--- src/rtl/fifo_stream_reader_if.sv ---
// Bundles the FIFO read port and the downstream valid/ready stream of fifo_stream_reader.
// master is the reader side; slave is the FIFO plus downstream consumer side.
interface fifo_stream_reader_if #(
   parameter int unsigned WIDTH = 8
);
   logic             fifo_empty;
   logic [WIDTH-1:0] fifo_dout;
   logic             fifo_rd_en;
   logic             m_valid;
   logic             m_ready;
   logic [WIDTH-1:0] m_data;
   logic             m_last;

   modport master (
      input  fifo_empty,
      input  fifo_dout,
      input  m_ready,
      output fifo_rd_en,
      output m_valid,
      output m_data,
      output m_last
   );

   modport slave (
      output fifo_empty,
      output fifo_dout,
      output m_ready,
      input  fifo_rd_en,
      input  m_valid,
      input  m_data,
      input  m_last
   );
endinterface

--- src/rtl/fifo_stream_reader.sv ---
// FIFO read-side consumer: issues rd_en, absorbs the one-cycle read latency into a 2-entry
// skid buffer and presents the words as a valid/ready stream framed into PKT_LEN-beat packets.
module fifo_stream_reader #(
   parameter int unsigned WIDTH   = 8,
   parameter int unsigned PKT_LEN = 4
) (
   input logic                 rclk,
   input logic                 rst_n,
   fifo_stream_reader_if.master bus
);
   localparam int unsigned    BeatW   = (PKT_LEN > 1) ? $clog2(PKT_LEN) : 1;
   localparam logic [BeatW-1:0] BeatMax = BeatW'(PKT_LEN - 1);

   logic [1:0]       occ_q, occ_d;
   logic             pend_q, pend_d;
   logic             run_q, run_d;
   logic [BeatW-1:0] beat_q, beat_d;
   logic [WIDTH-1:0] slot0_q, slot0_d;
   logic [WIDTH-1:0] slot1_q, slot1_d;
   logic             pop;
   logic             rd_en;
   logic             wr_slot1;

   always_comb begin
      pop    = (occ_q != 2'd0) & bus.m_ready;
      occ_d  = occ_q + {1'b0, pend_q} - {1'b0, pop};
      // Words held plus in flight stay within the two skid slots.
      rd_en  = run_q & ~bus.fifo_empty & (occ_d < 2'd2);
      pend_d = rd_en;
      run_d  = 1'b1;

      // Shift only from a full buffer so m_data holds its last value once drained.
      slot0_d  = (pop && (occ_q == 2'd2)) ? slot1_q : slot0_q;
      slot1_d  = slot1_q;
      wr_slot1 = (occ_q == 2'd1) & ~pop;
      if (pend_q) begin
         if (wr_slot1) begin
            slot1_d = bus.fifo_dout;
         end else begin
            slot0_d = bus.fifo_dout;
         end
      end

      beat_d = beat_q;
      if (pop) begin
         beat_d = (beat_q == BeatMax) ? '0 : beat_q + 1'b1;
      end
   end

   always_ff @(posedge rclk or negedge rst_n) begin
      if (!rst_n) begin
         occ_q   <= 2'd0;
         pend_q  <= 1'b0;
         run_q   <= 1'b0;
         beat_q  <= '0;
         slot0_q <= '0;
         slot1_q <= '0;
      end else begin
         occ_q   <= occ_d;
         pend_q  <= pend_d;
         run_q   <= run_d;
         beat_q  <= beat_d;
         slot0_q <= slot0_d;
         slot1_q <= slot1_d;
      end
   end

   always_comb begin
      bus.fifo_rd_en = rd_en;
      bus.m_valid    = (occ_q != 2'd0);
      bus.m_data     = slot0_q;
      bus.m_last     = (occ_q != 2'd0) & (beat_q == BeatMax);
   end
endmodule

--- src/flat_wrapper.sv ---
// flat-port wrapper written by rule: the top's interface ports become plain ports
module fifo_stream_reader_flat 
#(
   parameter int unsigned WIDTH   = 8,
   parameter int unsigned PKT_LEN = 4
)
  (rclk, rst_n, bus_fifo_empty, bus_fifo_dout, bus_m_ready, bus_fifo_rd_en, bus_m_valid, bus_m_data, bus_m_last);
  fifo_stream_reader_if #(.WIDTH(WIDTH)) bus_i ();
  input logic rclk;
  input logic rst_n;
  input wire logic [$bits(bus_i.fifo_empty)-1:0] bus_fifo_empty;
  input wire logic [$bits(bus_i.fifo_dout)-1:0] bus_fifo_dout;
  input wire logic [$bits(bus_i.m_ready)-1:0] bus_m_ready;
  output wire logic [$bits(bus_i.fifo_rd_en)-1:0] bus_fifo_rd_en;
  output wire logic [$bits(bus_i.m_valid)-1:0] bus_m_valid;
  output wire logic [$bits(bus_i.m_data)-1:0] bus_m_data;
  output wire logic [$bits(bus_i.m_last)-1:0] bus_m_last;
  assign bus_i.fifo_empty = bus_fifo_empty;
  assign bus_i.fifo_dout = bus_fifo_dout;
  assign bus_i.m_ready = bus_m_ready;
  assign bus_fifo_rd_en = bus_i.fifo_rd_en;
  assign bus_m_valid = bus_i.m_valid;
  assign bus_m_data = bus_i.m_data;
  assign bus_m_last = bus_i.m_last;
  fifo_stream_reader #(.WIDTH(WIDTH), .PKT_LEN(PKT_LEN)) u_core (.rclk(rclk), .rst_n(rst_n), .bus(bus_i));
endmodule
--- config.mk ---
export PLATFORM = sky130hd
export DESIGN_NAME = fifo_stream_reader_flat
export DESIGN_NICKNAME = d
export VERILOG_FILES = /design/src/rtl/fifo_stream_reader_if.sv /design/src/rtl/fifo_stream_reader.sv /design/src/flat_wrapper.sv
export SDC_FILE = /design/constraint.sdc
export NUM_CORES = 1
export LEC_CHECK = 0
export BUFFER_PORTS_ARGS = -buffer_cell sky130_fd_sc_hd__buf_2
export CORE_AREA = 2 2 53 42
export DETAILED_ROUTE_END_ITERATION = 7
export DIE_AREA = 0 0 55 44
export GPL_ROUTABILITY_DRIVEN = 0
export HOLD_SLACK_MARGIN = 0.02
export PLACE_DENSITY = 0.79
export SYNTH_ARGS = -nofsm -noshare
export SYNTH_HDL_FRONTEND = slang
export SYNTH_SLANG_ARGS = --single-unit
export TNS_END_PERCENT = 5
--- constraint.sdc ---
create_clock -name rclk -period 1.9 [get_ports rclk]
set_input_delay 0.095 -clock rclk [delete_from_list [all_inputs] [get_ports rclk]]
set_output_delay 0.095 -clock rclk [all_outputs]
set_load 0.05 [all_outputs]
==> impl_metrics.json, run 1 <==
{
  "avgSynthCellArea_um2": 15.2,
  "io_buffers": 22,
  "synthCells": 66,
  "muxShareOfSynthArea": 0.292,
  "cp_slowest_cell": "dfrtp_1",
  "path_clk_slew_ps": 120,
  "ys_ff_latch": 22,
  "io-pin-count": 23,
  "synth_xor_area_frac": 0,
  "wl_per_cell_um": 14.6,
  "seq_area_frac_synth": 0.549,
  "h-tree-depth": 1,
  "synthSimpleGateAreaFrac": 0.107,
  "vias": 670,
  "synth_nets": 80,
  "grt_pass1_vias": 672,
  "hold_path_end": "u_core.slot1_q[6]",
  "reg2reg_slack_ps": 60,
  "path_buf_inv": 1,
  "vdd_drop_max_mv": 0.890,
  "routed_wl_um": 1960,
  "synth_compound_area_frac": 0.0162,
  "place_worst_setup_slack_ps": 222,
  "rsz0062_at_grt": "true",
  "fin_crit_sh": 0.980,
  "grt_pass1_wl_um": 3130,
  "grt_start_max_net_pins": 23,
  "antenna_found_initial": 0,
  "worst_slack_ps": 37.5,
  "numCtsBuffers": 3,
  "post-route-util": 0.723,
  "die_x_um": 55,
  "multi_input_area_um2": 492,
  "cts_num_sinks": 22,
  "hold_depth": 2,
  "mostFrequentLayoutCells": "mux2_2 (26), dfrtp_1 (22), buf_2 (21)",
  "finalSetupViolCount": 0,
  "synth_top_family_by_area": "multiplexers",
  "p_per_area_mw_per_mm2": 1590,
  "post-route-min-period_ps": 1860,
  "arrival_ps": 1770,
  "die_area_mm2": 0.00242,
  "seq_area_um2": 551,
  "hold_start": "bus_fifo_dout[6]",
  "rr_worst_depth": 11,
  "die_height_um": 44,
  "final_common_cell": "mux2_2",
  "stdcell_count": 134,
  "start_util": 0.521,
  "hold_class": "input pin to flip-flop",
  "ant_nets": 0,
  "outcome": "complete, no violations",
  "crit_family": "simple AND/OR/NAND/NOR gates",
  "drive_gt1_frac": 0.645,
  "ctsLongestPathBuffers": 2,
  "placed_cell_area_mm2": 0.00117,
  "cp_cell_sequence": "nand3b_4 > nand2_4 > ha_4 > a21boi_4 > nor4bb_4 > buf_6",
  "max_stage_delay_ps": 430,
  "fillers": 138,
  "final_nets": 125,
  "cellLeakagePower_nw": 0.668,
  "avgViaCountPerCell": 5.00,
  "num_antenna_cells": 0,
  "r2r-end": "u_core.occ_q[1]",
  "cts_root_buf": "clkbuf_4",
  "grt_overflow_total": 0,
  "worstReg2RegStart": "u_core.occ_q[0]",
  "drv_cap": 0,
  "drv_slew": 0,
  "insertion_delay_ps": 310,
  "yosysWarnings": 0,
  "cp-end-kind": "primary output",
  "clock_skew_ps": 3.73,
  "grt_util_all_layers": 0.195,
  "cts_tree": "yes",
  "synth_fa_ha_area_frac": 0.0249,
  "drt_iter0_markers": 2,
  "ys_types": 18,
  "drt_first_pass_iters": 4,
  "crit_required_ps": 1800,
  "crit_fanout": 3,
  "cp-start-kind": "flip-flop",
  "hold_violations": 0,
  "final_area_mm2": 0.00139,
  "drc": 0,
  "whs_ps": 30.9,
  "area_growth_pct": 38.9,
  "row_count": 14,
  "core-area_mm2": 0.00193,
  "path_class": "flip-flop to primary output",
  "finalPower_mw": 2.21,
  "setup-tns-final_ps": 0,
  "placed_cells": 113,
  "synth_area_mm2": 0.00100,
  "max_freq_ghz": 0.537
}
-- cell families after synthesis --
family | Yosys count
adders and majority gates | 2
other | 1
buffers and inverters | 1
AOI/OAI and AO/OA | 2
DFF | 22
muxes | 26
and+or+nand+nor | 12
-- cell type report --
class,count,area share
sequential,22,0.395
tap,24,0.0215
timing repair buffer,41,0.205
multi-input combinational,43,0.353
clock buffer,4,0.0260
-- worst max-delay path by stage --
| stage | startpoint | to | slack [ps] | cells after the start |
|---|---|---|---|---|
| floorplan | u_core.occ_q[1] | u_core.pend_q | 4 | 6 |
| global placement | u_core.occ_q[0] | bus_fifo_rd_en | 280 | 6 |
| detailed placement | u_core.occ_q[0] | bus_fifo_rd_en | 220 | 6 |
| CTS | u_core.occ_q[0] | bus_fifo_rd_en | 7 | 6 |
| global route | u_core.occ_q[0] | bus_fifo_rd_en | -60 | 6 |
| finish | u_core.occ_q[0] | bus_fifo_rd_en | 40 | 6 |
-- synthesized netlist by cell type (all sizes together) --
| cell | instances | area (µm²) |
|---|---|---|
| nor4bb | 1 | 10.0 |
| conb | 1 | 3.75 |
| nor3b | 1 | 18.8 |
| a21boi | 1 | 7.51 |
| or2 | 1 | 6.26 |
| dfrtp | 22 | 551 |
| ha | 2 | 25.0 |
| buf | 1 | 7.51 |
| or2b | 1 | 7.51 |
| nor2 | 1 | 3.75 |
| o21ai | 1 | 8.76 |
| and2 | 1 | 6.26 |
| nand3b | 2 | 27.5 |
| mux2 | 26 | 293 |
| nand2 | 2 | 7.51 |
| nand2b | 2 | 20.0 |
-- sequential cells by signal (all words and copies together), names as in the netlist --
name	cells
u_core.beat_q	2
u_core.run_q	1
u_core.slot1_q	8
u_core.pend_q	1
u_core.occ_q	2
u_core.bus.m_data	8
-- power by group --
part	internal [mW]	leakage (nW)	switching (mW)
combinational	0.497	0.380	0.668
clock	0.117	0.0210	0.138
sequential	0.680	0.267	0.113
-- routing by layer --
layer | share of wire | GRT usage | up-vias | wire, µm
met3 | 0.043 | 0.0724 | 5 | 85
li1 | - | - | 324 | -
met5 | 0 | 0 | - | 0
met4 | 0.016 | 0.0732 | 0 | 32
met1 | 0.44 | 0.229 | 327 | 859
met2 | 0.50 | 0.324 | 14 | 986
-- timing repair --
action / in CTS / in global routing
cloned: 0 / 0
buffers inserted: 8 / 0
pin swaps: 1 / 2
endpoints found under the setup margin: 1 / 2
resized for setup: 6 / 2
hold buffers: 8 / 1
hold endpoints to repair: 32 / 1
No activity file was read; power rests on OpenSTA's default activity.
==> inputs of run 2 (changes only) <==
==> constraint.sdc (replaced) <==
create_clock -name rclk -period 1.9 [get_ports rclk]
set_input_delay 0.19 -clock rclk [delete_from_list [all_inputs] [get_ports rclk]]
set_output_delay 0.19 -clock rclk [all_outputs]
set_load 0.05 [all_outputs]
==> run 2 against run 1 <==
Effect of this change:
- the run now ends with negative setup slack left
- final area is 7.5% lower
- via count is 6.3% lower
- count of clock-buffer cells in the layout fell by 1
- global-route usage decreased by 2.4 points
- total power grew 1.9%
- final cell count down 9.7%
- fmax down 4.1%
- first-iteration DRC count is the same
- largest cell class unchanged
==> impl_metrics.json, run 2 (synthesis gave the netlist of run 1 again) <==
{
  "drive_gt1_frac": 0.680,
  "drv_slew": 0,
  "cp-start-kind": "flip-flop",
  "numCtsBuffers": 3,
  "ant_nets": 0,
  "finalSetupViolCount": 1,
  "outcome": "complete, but fails checks",
  "insertion_delay_ps": 310,
  "post-route-min-period_ps": 1940,
  "hold_class": "input pin to flip-flop",
  "vdd_drop_max_mv": 1.06,
  "path_clk_slew_ps": 120,
  "num_antenna_cells": 0,
  "grt_use_met3": 0.0621,
  "setup-tns-final_ps": -42.6,
  "placed_cell_area_mm2": 0.00117,
  "cellLeakagePower_nw": 0.618,
  "arrival_ps": 1750,
  "post-route-util": 0.669,
  "grt.busiest_layer": "met2",
  "crit_required_ps": 1710,
  "max_freq_ghz": 0.515,
  "final_common_cell": "mux2_2",
  "grt_start_max_net_pins": 23,
  "cts_num_sinks": 22,
  "clock_skew_ps": 5.74,
  "place_worst_setup_slack_ps": 168,
  "final_area_mm2": 0.00129,
  "drt_iter0_markers": 2,
  "antenna_found_initial": 0,
  "grt_util_all_layers": 0.171,
  "row_count": 14,
  "rsz0062_at_grt": "true",
  "core-area_mm2": 0.00193,
  "grt_pass1_vias": 621,
  "dpl.hpwl_um": 1210,
  "grt_overflow_total": 0,
  "die_area_mm2": 0.00242,
  "cp-end-kind": "primary output",
  "area_growth_pct": 28.4,
  "mostFrequentLayoutCells": "mux2_2 (26), dfrtp_1 (22), buf_2 (21)",
  "drt_first_pass_iters": 3,
  "avgViaCountPerCell": 5.19,
  "violations": "negative setup slack",
  "routed_wl_um": 1760,
  "grt_use_met1": 0.223,
  "drv_cap": 0,
  "start_util": 0.521,
  "die_x_um": 55,
  "h-tree-depth": 1,
  "cts_root_buf": "clkbuf_4",
  "worst_slack_ps": -42.6,
  "drc": 0,
  "die_height_um": 44,
  "ctsLongestPathBuffers": 2,
  "io_buffers": 22,
  "wl_per_cell_um": 14.6,
  "vias": 628,
  "met2_usage": 0.264,
  "io-pin-count": 23,
  "p_per_area_mw_per_mm2": 1750,
  "final_nets": 112,
  "grt_pass1_wl_um": 2860,
  "path_class": "flip-flop to primary output",
  "hold_violations": 0,
  "fin_crit_sh": 1.02,
  "whs_ps": 54.7,
  "cts_tree": "yes",
  "crit_fanout": 3
}
## run 2: cell types whose count changed in the layout (fill, tap and decap cells not counted), sizes merged
cell,before,now
buf,32,27
clkbuf,4,3
bufinv,0,1
dlygate4sd3,9,1
## run 2: final cells by class
type | instances | area, µm²
Fill cell | 144 | 638
Timing Repair Buffer | 28 | 164
Clock buffer | 3 | 22.5
Multi-Input combinational cell | 43 | 492
Tap cell | 24 | 30.0
Sequential cell | 22 | 551
Clock inverter | 1 | 30.0
## run 2: repair_timing
action | in CTS | in global routing
hold buffers | 1 | 0
endpoints found under the setup margin | 1 | 1
pin swaps | 2 | 1
hold endpoints to repair | 22 | 0
resized for setup | 6 | 1
buffers inserted | 3 | 0
## run 2: final timing paths
check / end / slack [ps] / start / cells past startpoint
max: bus_fifo_rd_en / -40 / u_core.occ_q[0] / 6
min: u_core.pend_q / 50 / bus_fifo_empty / 2
max reg2reg: u_core.slot1_q[2] / 350 / u_core.occ_q[1] / 3
min reg2reg: u_core.slot1_q[5] / 520 / u_core.slot1_q[5] / 1
max in group asynchronous: u_core.occ_q[1] / 1210 / rst_n / 2
min in group asynchronous: u_core.beat_q[1] / 350 / rst_n / 2
## run 2: power by group
group	internal, mW	total [mW]	switching, mW
clock network	0.213	0.359	0.146
logic	0.451	1.09	0.644
registers	0.680	0.801	0.121
## run 2: routing by layer
| metal | vias up | wire [µm] |
|---|---|---|
| met4 | 0 | 22 |
| met5 | - | 0 |
| met2 | 12 | 870 |
| met1 | 317 | 780 |
| met3 | 4 | 90 |
| li1 | 295 | - |
## run 2: worst max-delay path, stage by stage, from the launching register on
cell,delay (ps)
dfrtp_1,430
nand3b_4,170
nand2_4,50
ha_4,150
a21boi_4,140
nor4bb_4,300
buf_6,200
## run 2: metrics by stage
| step | cells | total power [mW] |
|---|---|---|
| floorplan | 66 | 1.63 |
| global placement | 113 | 1.81 |
| detailed placement | 113 | 1.85 |
| CTS | 121 | 2.27 |
| global route | 121 | 2.38 |
| finish | 121 | 2.25 |
==> inputs of run 3 (changes only) <==
--- a/config.mk
+++ b/config.mk
@@ -6,12 +6,12 @@
 export NUM_CORES = 1
 export LEC_CHECK = 0
 export BUFFER_PORTS_ARGS = -buffer_cell sky130_fd_sc_hd__buf_2
-export CORE_AREA = 2 2 53 42
+export CORE_AREA = 2 2 57 46
 export DETAILED_ROUTE_END_ITERATION = 7
-export DIE_AREA = 0 0 55 44
+export DIE_AREA = 0 0 59 48
 export GPL_ROUTABILITY_DRIVEN = 0
 export HOLD_SLACK_MARGIN = 0.02
-export PLACE_DENSITY = 0.79
+export PLACE_DENSITY = 0.7
 export SYNTH_ARGS = -nofsm -noshare
 export SYNTH_HDL_FRONTEND = slang
 export SYNTH_SLANG_ARGS = --single-unit
==> constraint.sdc (replaced) <==
create_clock -name rclk -period 1.7 [get_ports rclk]
set_input_delay 0.17 -clock rclk [delete_from_list [all_inputs] [get_ports rclk]]
set_output_delay 0.17 -clock rclk [all_outputs]
set_load 0.05 [all_outputs]
==> run 3 against run 2 <==
Effect of this change:
- the flow still finishes with violations (negative setup slack)
- final area is 1.6% higher
- flip-flop and latch count stayed put
- final cell count is 3.3% higher
- sequential share of layout area is 0.65 points lower
- clock skew is 0.77 ps lower
- first-iteration DRC count is 50% higher
- via count stayed put
- worst hold slack better by 52 ps
- non-clock buffer count is 3 higher
- count of clock-buffer cells in the layout is 1 higher
- routed wire length is 0.57% higher
- sequential power is 11% higher
- critical path type unchanged
==> impl_metrics.json, run 3 (synthesis gave the netlist of run 1 again) <==
{
  "outcome": "complete, but fails checks",
  "violations": "negative setup slack",
  "max_freq_ghz": 0.518,
  "io_buffers": 22,
  "cp-start-kind": "flip-flop",
  "drc": 0,
  "area_growth_pct": 30.4,
  "crit_required_ps": 1530,
  "fin_crit_sh": 1.14,
  "placed_cells": 120,
  "p_per_area_mw_per_mm2": 1850,
  "grt_start_max_net_pins": 23,
  "p_int_mw": 1.42,
  "r2r-end": "u_core.bus.m_data[7]",
  "hold_class": "input pin to flip-flop",
  "post-route-min-period_ps": 1930,
  "netSwitchingFraction": 0.414,
  "numCtsBuffers": 3,
  "path_class": "flip-flop to primary output",
  "routed_wl_um": 1770,
  "grt_pass1_vias": 660,
  "wl_per_cell_um": 14.2,
  "row_count": 15,
  "crit_fanout": 4,
  "path_clk_slew_ps": 110,
  "antenna_found_initial": 0,
  "insertion_delay_ps": 300,
  "ant_nets": 0,
  "combPwrFrac": 0.518,
  "cts_tree": "yes",
  "drt_iter0_markers": 3,
  "grt_util_all_layers": 0.149,
  "cellLeakagePower_nw": 0.630,
  "whs_ps": 107,
  "vias": 628,
  "die_height_um": 48,
  "multi_input_area_um2": 494,
  "avgViaCountPerCell": 5.02,
  "finalSetupViolCount": 1,
  "cts_num_sinks": 22,
  "drv_cap": 0,
  "grt_overflow_total": 0,
  "stdcell_count": 125,
  "die_x_um": 59,
  "vdd_drop_max_mv": 0.716,
  "hold_depth": 2,
  "power.share.clock": 0.114,
  "hold_violations": 0,
  "rr_worst_depth": 4,
  "cts_root_buf": "clkbuf_4",
  "drv_slew": 0,
  "final_common_cell": "mux2_2",
  "num_antenna_cells": 0,
  "core-area_mm2": 0.00221,
  "io-pin-count": 23,
  "rsz0062_at_grt": "true",
  "post-route-util": 0.591,
  "reg2reg_slack_ps": 190,
  "worst_slack_ps": -232,
  "die_area_mm2": 0.00283,
  "ctsLongestPathBuffers": 2,
  "hold_path_end": "u_core.bus.m_data[1]",
  "fillers": 207,
  "grt_pass1_wl_um": 2950,
  "start_util": 0.453,
  "final_nets": 115,
  "worstReg2RegStart": "u_core.occ_q[0]",
  "p_switching_mw": 1.00,
  "seq_area_um2": 551,
  "drive_gt1_frac": 0.700,
  "h-tree-depth": 1,
  "mostFrequentLayoutCells": "mux2_2 (26), dfrtp_1 (22), buf_2 (20)",
  "dpl.hpwl_um": 1380,
  "clock_skew_ps": 4.97,
  "p_seq_frac": 0.368,
  "arrival_ps": 1760,
  "drt_first_pass_iters": 2,
  "hold_start": "bus_fifo_dout[1]",
  "cp-end-kind": "primary output"
}
-- run 3: cell types whose count changed in the layout (fill, tap and decap cells not counted) --
cell,previous run,this run
and2_4,0,1
buf_2,21,20
buf_4,5,7
and2_1,1,0
buf_6,1,3
bufinv_16,1,0
clkbuf_8,0,1
-- run 3: cell type report --
cell class,instances,area share
timing repair buffer,31,0.150
multi-input combinational,43,0.378
sequential,22,0.421
tap,25,0.0239
clock buffer,4,0.0277
-- run 3: routing by layer --
metal  wire, µm  vias to the layer above  track usage
met3         95                        0       0.0622
met4          0                        0       0.0136
li1           -                      304            -
met1        669                      306        0.168
met2       1010                       18        0.280
met5          0                        -            0
-- run 3: through the flow --
| step | area (µm²) | setup TNS [ps] | setup slack, ps | power, mW |
|---|---|---|---|---|
| floorplan | 1040 | -320 | -172 | 1.83 |
| global placement | 1230 | 0 | 43.5 | 2.06 |
| detailed placement | 1230 | -33.7 | -33.7 | 2.12 |
| CTS | 1300 | -268 | -268 | 2.43 |
| global route | 1310 | -398 | -355 | 2.59 |
| finish | 1310 | -232 | -232 | 2.42 |
-- run 3: worst max path at each step --
stage                    start             end
6_report       u_core.occ_q[0]  bus_fifo_rd_en
5_1_grt        u_core.occ_q[0]  bus_fifo_rd_en
4_1_cts        u_core.occ_q[0]  bus_fifo_rd_en
3_5_place_dp   u_core.occ_q[0]  bus_fifo_rd_en
3_3_place_gp   u_core.occ_q[0]  bus_fifo_rd_en
2_1_floorplan  u_core.occ_q[0]   u_core.pend_q
-- run 3: worst max-delay path, cell delays in order (launching register included) --
cell      delay, ps
dfrtp_1         440
nand3b_4        180
nand2_4          50
ha_4            150
a21boi_4        140
nor4bb_4        300
buf_6           200
-- run 3: power groups by stage --
stage          combinational, mW  sequential, mW  clock [mW]
2_1_floorplan              0.612            1.22           0
3_5_place_dp                1.21           0.908           0
5_1_grt                     1.35           0.926       0.310
6_report                    1.25           0.890       0.276
4_1_cts                     1.25           0.897       0.290
3_3_place_gp                1.18           0.884           0
-- run 3: repair_timing --
action                                  in CTS  in global routing
pin swaps                                    1                  1
setup buffers                                0                  0
hold endpoints to repair                    22                  0
gates resized for setup                      7                  2
gates cloned                                 0                  0
endpoints found under the setup margin       2                  2
hold buffers                                 1                  0
